`config.mk`:
```
export PLATFORM = sky130hd
export DESIGN_NAME = hc595_scan_drv
export DESIGN_NICKNAME = d
export VERILOG_FILES = /design/src/rtl/hc595_scan_drv.sv
export SDC_FILE = /design/constraint.sdc
export NUM_CORES = 1
export LEC_CHECK = 0
export CORE_MARGIN = 10
export CORE_UTILIZATION = 43
export CTS_CLUSTER_DIAMETER = 30
export CTS_CLUSTER_SIZE = 28
export DETAILED_ROUTE_END_ITERATION = 12
export PLACE_DENSITY = 0.66
export SETUP_SLACK_MARGIN = 0.05
export SLEW_MARGIN = 20
export SYNTH_ARGS = -nofsm -noshare
export SYNTH_HDL_FRONTEND = slang
export SYNTH_SLANG_ARGS = --single-unit
```
`constraint.sdc`:
```
create_clock -name clk -period 2.55 [get_ports clk]
set_clock_uncertainty 0.05 [all_clocks]
set_input_delay 0.255 -clock clk [delete_from_list [all_inputs] [get_ports clk]]
set_output_delay 0.255 -clock clk [all_outputs]
set_load 0.01 [all_outputs]
```
`src/rtl/hc595_scan_drv.sv`:
```
// Multiplexed 7-segment scan driver feeding a chain of 74HC595 shift registers.
// Optional leading-zero suppression is compiled in with `define HC595_LZ_BLANK_EN.
module hc595_scan_drv #(
    parameter int N_DIGITS       = 6,
    parameter int SCAN_DIV       = 50000,
    parameter int SHCP_DIV       = 2,
    parameter int BLINK_FRAMES   = 83,
    parameter int SEG_ACTIVE_LOW = 1,
    parameter int SEL_ACTIVE_LOW = 1
) (
    input  logic                    clk,
    input  logic                    rst_n,
    input  logic                    en,
    input  logic [4*N_DIGITS-1:0]   digits,
    input  logic [N_DIGITS-1:0]     dp_mask,
    input  logic [N_DIGITS-1:0]     blink_mask,
    output logic                    ds,
    output logic                    shcp,
    output logic                    stcp,
    output logic                    oe,
    output logic                    frame_done,
    output logic [2:0]              dbg_state
);

    localparam int FRAME_W = 8 + N_DIGITS;
    localparam int BIT_W   = $clog2(FRAME_W);
    localparam int IDX_W   = (N_DIGITS > 1) ? $clog2(N_DIGITS) : 1;
    localparam int SCAN_W  = $clog2(SCAN_DIV);
    localparam int DIV_W   = (SHCP_DIV > 1) ? $clog2(SHCP_DIV) : 1;
    localparam int RND_W   = (BLINK_FRAMES > 1) ? $clog2(BLINK_FRAMES) : 1;

    localparam logic [SCAN_W-1:0] SCAN_LAST = SCAN_W'(SCAN_DIV - 1);
    localparam logic [IDX_W-1:0]  IDX_LAST  = IDX_W'(N_DIGITS - 1);
    localparam logic [DIV_W-1:0]  DIV_LAST  = DIV_W'(SHCP_DIV - 1);
    localparam logic [RND_W-1:0]  RND_LAST  = RND_W'(BLINK_FRAMES - 1);
    localparam logic [BIT_W-1:0]  BIT_TOP   = BIT_W'(FRAME_W - 1);

    typedef enum logic [2:0] {
        S_IDLE     = 3'd0,
        S_SHIFT_LO = 3'd1,
        S_SHIFT_HI = 3'd2,
        S_LATCH    = 3'd3,
        S_DONE     = 3'd4
    } state_t;

    // Handshake-free pin protocol: ds is set on entry to SHIFT_LO and held SHCP_DIV
    // cycles before shcp rises; stcp pulses once per frame; frame_done follows stcp.
    state_t               state_q, state_d;
    logic [SCAN_W-1:0]    scan_cnt_q, scan_cnt_d;
    logic [IDX_W-1:0]     idx_q, idx_d;
    logic [RND_W-1:0]     round_q, round_d;
    logic                 blink_on_q, blink_on_d;
    logic                 pending_q, pending_d;
    logic [DIV_W-1:0]     div_q, div_d;
    logic [BIT_W-1:0]     bit_q, bit_d;
    logic [FRAME_W-1:0]   frame_q, frame_d;
    logic                 ds_q, ds_d;
    logic                 shcp_q, shcp_d;
    logic                 stcp_q, stcp_d;
    logic                 oe_q, oe_d;
    logic                 done_q, done_d;

    logic                 scan_tick;
    logic                 idx_wrap;
    logic                 div_last;
    logic [3:0]           nibble;
    logic [6:0]           seg7;
    logic                 hi_zero;
    logic                 lz_blank;
    logic                 blank;
    logic [7:0]           seg_hi;
    logic [N_DIGITS-1:0]  sel_hi;
    logic [FRAME_W-1:0]   frame_new;

    // Scan timer, digit index and blink phase.
    always_comb begin
        scan_tick  = (scan_cnt_q == SCAN_LAST);
        idx_wrap   = scan_tick && (idx_q == IDX_LAST);
        scan_cnt_d = scan_tick ? '0 : scan_cnt_q + 1'b1;
        idx_d      = idx_q;
        round_d    = round_q;
        blink_on_d = blink_on_q;
        if (scan_tick) begin
            idx_d = idx_wrap ? '0 : idx_q + 1'b1;
        end
        if (idx_wrap) begin
            if (round_q == RND_LAST) begin
                round_d    = '0;
                blink_on_d = ~blink_on_q;
            end else begin
                round_d = round_q + 1'b1;
            end
        end
    end

    always_comb begin
        nibble = digits[{idx_q, 2'b00} +: 4];
        case (nibble)
            4'h0:    seg7 = 7'h3F;
            4'h1:    seg7 = 7'h06;
            4'h2:    seg7 = 7'h5B;
            4'h3:    seg7 = 7'h4F;
            4'h4:    seg7 = 7'h66;
            4'h5:    seg7 = 7'h6D;
            4'h6:    seg7 = 7'h7D;
            4'h7:    seg7 = 7'h07;
            4'h8:    seg7 = 7'h7F;
            4'h9:    seg7 = 7'h6F;
            4'hA:    seg7 = 7'h77;
            4'hB:    seg7 = 7'h7C;
            4'hC:    seg7 = 7'h39;
            4'hD:    seg7 = 7'h5E;
            4'hE:    seg7 = 7'h79;
            default: seg7 = 7'h71;
        endcase
    end

    // A digit is a leading zero when it and every digit to its left are zero;
    // a lit decimal point keeps it visible, and digit 0 always shows.
    always_comb begin
        hi_zero  = 1'b1;
        lz_blank = 1'b0;
        for (int k = N_DIGITS - 1; k >= 0; k--) begin
            hi_zero = hi_zero && (digits[4*k +: 4] == 4'h0);
`ifdef HC595_LZ_BLANK_EN
            if ((k > 0) && (k == int'(idx_q)) && hi_zero && !dp_mask[k]) begin
                lz_blank = 1'b1;
            end
`else
            lz_blank = 1'b0;
`endif
        end
    end

    always_comb begin
        blank  = (!blink_on_q && blink_mask[idx_q]) || lz_blank;
        seg_hi = blank ? 8'h00 : {dp_mask[idx_q], seg7};
        sel_hi = '0;
        for (int k = 0; k < N_DIGITS; k++) begin
            sel_hi[k] = (idx_q == IDX_W'(k));
        end
        frame_new = {(SEG_ACTIVE_LOW != 0) ? ~seg_hi : seg_hi,
                     (SEL_ACTIVE_LOW != 0) ? ~sel_hi : sel_hi};
    end

    // Frame serialiser. A tick that lands mid-frame is remembered in a single
    // pending bit and serviced from IDLE; frames are never cut short.
    always_comb begin
        state_d   = state_q;
        div_d     = div_q;
        bit_d     = bit_q;
        frame_d   = frame_q;
        ds_d      = ds_q;
        shcp_d    = shcp_q;
        stcp_d    = stcp_q;
        oe_d      = oe_q;
        done_d    = 1'b0;
        pending_d = pending_q | (scan_tick && (state_q != S_IDLE));
        div_last  = (div_q == DIV_LAST);

        case (state_q)
            S_IDLE: begin
                if (scan_tick || pending_q) begin
                    state_d   = S_SHIFT_LO;
                    frame_d   = frame_new;
                    bit_d     = BIT_TOP;
                    ds_d      = frame_new[FRAME_W-1];
                    shcp_d    = 1'b0;
                    div_d     = '0;
                    pending_d = 1'b0;
                end
            end
            S_SHIFT_LO: begin
                if (div_last) begin
                    state_d = S_SHIFT_HI;
                    shcp_d  = 1'b1;
                    div_d   = '0;
                end else begin
                    div_d = div_q + 1'b1;
                end
            end
            S_SHIFT_HI: begin
                if (div_last) begin
                    div_d  = '0;
                    shcp_d = 1'b0;
                    if (bit_q == '0) begin
                        state_d = S_LATCH;
                        stcp_d  = 1'b1;
                    end else begin
                        state_d = S_SHIFT_LO;
                        bit_d   = bit_q - 1'b1;
                        ds_d    = frame_q[bit_q - 1'b1];
                    end
                end else begin
                    div_d = div_q + 1'b1;
                end
            end
            S_LATCH: begin
                if (div_last) begin
                    state_d = S_DONE;
                    stcp_d  = 1'b0;
                    done_d  = 1'b1;
                    oe_d    = ~en;
                    div_d   = '0;
                end else begin
                    div_d = div_q + 1'b1;
                end
            end
            S_DONE: begin
                state_d = S_IDLE;
            end
            default: begin
                state_d = S_IDLE;
            end
        endcase
    end

    always_ff @(posedge clk or negedge rst_n) begin
        if (!rst_n) begin
            state_q    <= S_IDLE;
            scan_cnt_q <= '0;
            idx_q      <= '0;
            round_q    <= '0;
            blink_on_q <= 1'b1;
            pending_q  <= 1'b0;
            div_q      <= '0;
            bit_q      <= '0;
            frame_q    <= '0;
            ds_q       <= 1'b0;
            shcp_q     <= 1'b0;
            stcp_q     <= 1'b0;
            oe_q       <= 1'b1;
            done_q     <= 1'b0;
        end else begin
            state_q    <= state_d;
            scan_cnt_q <= scan_cnt_d;
            idx_q      <= idx_d;
            round_q    <= round_d;
            blink_on_q <= blink_on_d;
            pending_q  <= pending_d;
            div_q      <= div_d;
            bit_q      <= bit_d;
            frame_q    <= frame_d;
            ds_q       <= ds_d;
            shcp_q     <= shcp_d;
            stcp_q     <= stcp_d;
            oe_q       <= oe_d;
            done_q     <= done_d;
        end
    end

    assign ds         = ds_q;
    assign shcp       = shcp_q;
    assign stcp       = stcp_q;
    assign oe         = oe_q;
    assign frame_done = done_q;
    assign dbg_state  = state_q;

endmodule

```
==> impl_metrics.sql <==
INSERT INTO impl_metrics (metric_group, metric, value, unit) VALUES
('logic_synthesis', 'synthMostInstantiatedCell', 'sky130_fd_sc_hd__dfrtp_1', ''),
('clocking', 'cts_inserted_buffers', '5', ''),
('hold_path', 'min-delay-path-class', 'primary input to asynchronous set/reset pin', ''),
('floorplanning', 'die_x', '108', 'microns'),
('timing', 'fin_tns_setup', '0', 'ps'),
('timing', 'relSlewSlack', '0.535', ''),
('drt', 'final_antenna_net_count', '0', ''),
('timing', 'report.final.slew_viol_count', '0', ''),
('run_status', 'run_status', 'complete, no violations', ''),
('logic_synthesis', 'netlist.area_leader.share', '0.402', ''),
('placed_design', 'replace_congestion', '0.821', ''),
('logic_synthesis', 'synth_cells', '328', ''),
('power_and_ir_drop', 'report.power.total', '1.60', 'mW'),
('clocking', 'cts.sinks', '55', ''),
('cells_and_area', 'drive_above_1_share', '0.134', ''),
('logic_synthesis', 'synth.ff_latch_count', '55', ''),
('critical_path', 'worst-endpoint-arrival', '2490', 'ps'),
('timing', 'rsz_0062_raised_after_global_routing', 'no', ''),
('critical_path', 'crit_start', 'idx_q[1]', ''),
('global_routing', 'grt.total_usage', '0.131', ''),
('critical_path', 'worstRegToRegCells', '6', ''),
('clocking', 'cts_tree', 'built', ''),
('cells_and_area', 'area_delta_synth_final', '24.0', '%'),
('floorplanning', 'floorplan.die_area', '11600', 'sq um'),
('logic_synthesis', 'synthDistinctLibCells', '59', ''),
('global_routing', 'vias_in_the_first_global_route', '2636', ''),
('power_and_ir_drop', 'p_leak', '1.82', 'nW'),
('global_routing', 'global_route_wire_length_before_repair', '12800', 'microns'),
('drt', 'via_per_inst', '5.46', ''),
('cells_and_area', 'final_nets', '441', ''),
('drt', 'vias', '2657', ''),
('cells_and_area', 'antenna_cells', '0', ''),
('job', 'maxCapViolCount', '0', ''),
('logic_synthesis', 'netlist_top_cells_area', 'sky130_fd_sc_hd__dfrtp_1 40%, sky130_fd_sc_hd__ha_1 5.7%, sky130_fd_sc_hd__mux4_2 4.8%', ''),
('critical_path', 'worstSetupEndpointType', 'flip-flop', ''),
('critical_path', 'worstSetupStartpointType', 'flip-flop', ''),
('drt', 'detail_route.wirelength', '7630', 'microns'),
('drt', 'drt_first_iter_violations', '109', ''),
('critical_path', 'crit_path_max_fanout', '16', ''),
('critical_path', 'reg2reg_from', 'idx_q[1]', ''),
('floorplanning', 'design.core.area', '7370', 'sq um'),
('floorplanning', 'pin_count', '47', ''),
('logic_synthesis', 'synthTopCellsByCount', '53 x sky130_fd_sc_hd__dfrtp_1, 34 x sky130_fd_sc_hd__nor2_1, 20 x sky130_fd_sc_hd__nand2_1', ''),
('clocking', 'clk-insertion-delay-late', '300', 'ps'),
('drt', 'wl_per_cell', '15.7', 'microns'),
('cells_and_area', 'finish.instance_area', '4090', 'sq um'),
('global_routing', 'globalRoute.totalOverflow', '0', ''),
('critical_path', 'crit_type', 'flip-flop to flip-flop', ''),
('logic_synthesis', 'synth.largest_area_cell', 'sky130_fd_sc_hd__dfrtp_1', ''),
('logic_synthesis', 'sequential_area_share_after_synthesis', '0.418', ''),
('drt', 'firstDrtPassIters', '4', ''),
('critical_path', 'timing.critical_path.to', 'frame_q[9]', ''),
('logic_synthesis', 'synth_async_sr_flop_share', '1.00', ''),
('global_routing', 'largest_net_degree_at_the_start_of_global_routing', '56', ''),
('global_routing', 'grt_antenna_before_repair', '0', ''),
('critical_path', 'worst-r2r-setup-slack', '200', 'ps'),
('critical_path', 'rr_endpoint', 'frame_q[9]', ''),
('timing', 'max_clock_freq', '425', 'MHz'),
('logic_synthesis', 'syn-cell-area', '3300', 'sq um'),
('clocking', 'clock_tree.htree_level_count', '2', ''),
('power_and_ir_drop', 'ir_worst_vdd', '0.441', 'mV'),
('logic_synthesis', 'mappedNetlistNets', '382', ''),
('placed_design', 'post_dp_cell_area', '3960', 'sq um'),
('logic_synthesis', 'synth_warnings', '0', ''),
('drt', 'remaining_drc_errors', '0', ''),
('clocking', 'clk_path_buf_depth', '2', ''),
('placed_design', 'place.detailed.hpwl', '5930', 'microns'),
('timing', 'worst_pin_slew', '697', 'ps'),
('timing', 'timing.final.hold_violations', '0', ''),
('cells_and_area', 'post-route-util', '0.555', ''),
('clocking', 'clkSlewWorstSetupHoldPaths', '100', 'ps');
[layer usage]
metal  GRT usage  part of all wire  vias up
met5           0                 0        -
met4      0.0162            0.0031        0
met3      0.0246             0.033        4
met2       0.226              0.51       48
met1       0.171              0.45     1293
li1            -                 -     1312
[repair_timing]
item	CTS	global route
hold buffers	0	0
cloned	0	0
endpoints found under the setup margin	4	6
setup buffers	0	1
resized for setup	2	1
[through the flow]
stage | std cells | hold WS (ps) | setup WS (ps)
after floorplan | 328 | -90.6 | 342
after global placement | 478 | 387 | 0.618
after detailed placement | 478 | 385 | -85.8
after CTS | 486 | 51.4 | 72.3
after global routing | 487 | 88.3 | 51.6
final | 487 | 28.0 | 196
[worst max-delay path, stage by stage (launching register included)]
cell and delay (ps):
sky130_fd_sc_hd__dfrtp_2 550, sky130_fd_sc_hd__nand2b_1 200, sky130_fd_sc_hd__mux4_2 570, sky130_fd_sc_hd__ha_1 300, sky130_fd_sc_hd__or3b_1 180, sky130_fd_sc_hd__a21oi_1 70
sky130_fd_sc_hd__o32a_1 320
[layout by cell type (no fill, tap or decap), drive strengths merged, types with 3 or more instances in the layout]
cell type      netlist  layout
buf                  9      21
xor2                11      11
nand4                3       3
o32a                 5       5
o21ai               21      21
mux2i                7       7
a31oi                9       9
nor2b                5       5
nor2                34      34
mux4                 7       7
nor3b                3       3
o31ai                4       4
a211oi               3       3
a22o                 3       3
dfrtp               53      53
or3                  5       5
clkbuf               5       6
or3b                 3       3
o22a                 3       3
ha                  15      15
inv                 13      13
clkdlybuf4s50        0      45
mux2                10      10
nand3               13      13
and3                 7       7
nand2               20      20
xnor2                5       5
nor3                10      10
a21oi                7       7
nor4b                3       3
nand2b               5       5
[layout make-up]
cell class                 count  area [sq um]
timing repair buffer          66           618
multi-input combinational    245          1800
clock inverter                 2          35.0
sequential                    55          1380
tap                           99           124
fill                         677          3280
clock buffer                   6          82.6
inverter                      14          52.6
[flip-flops by register name, indices dropped and copies added, names as in the netlist]
name and flops:
bit_q 4, blink_on_q 1, dbg_state 3, div_last 1
ds 1, frame_done 1, frame_q 14, idx_q 3
oe 1, pending_q 1, round_q 7, scan_cnt_q 16
shcp 1, stcp 1
[cells by family (layout without fill, tap and decap cells)]
logic type	Yosys count	in the layout	share of synthesized area
AO/OA/AOI/OAI	68	68	0.143
XOR/XNOR	16	16	0.0425
adder cells (fa/ha/maj)	15	15	0.0569
buffers and inverters	28	88	0.0387
flip-flops	55	55	0.418
multiplexers	24	24	0.104
AND/OR/NAND/NOR	122	122	0.197
[where the power goes]
part	internal (mW)	total, mW	switching [mW]
Combinational	0.0803	0.137	0.0569
Clock	0.318	0.594	0.275
Sequential	0.872	0.873	0.000556
[how the worst min path moves through the flow]
stage                         endpoint  depth (start not counted)
after floorplan               bit_q[0]                          0
after global routing      dbg_state[1]                          2
final                       frame_done                          2
after CTS                   frame_done                          2
after global placement      frame_done                          2
after detailed placement    frame_done                          2
Power figures use the tool's default switching activity.
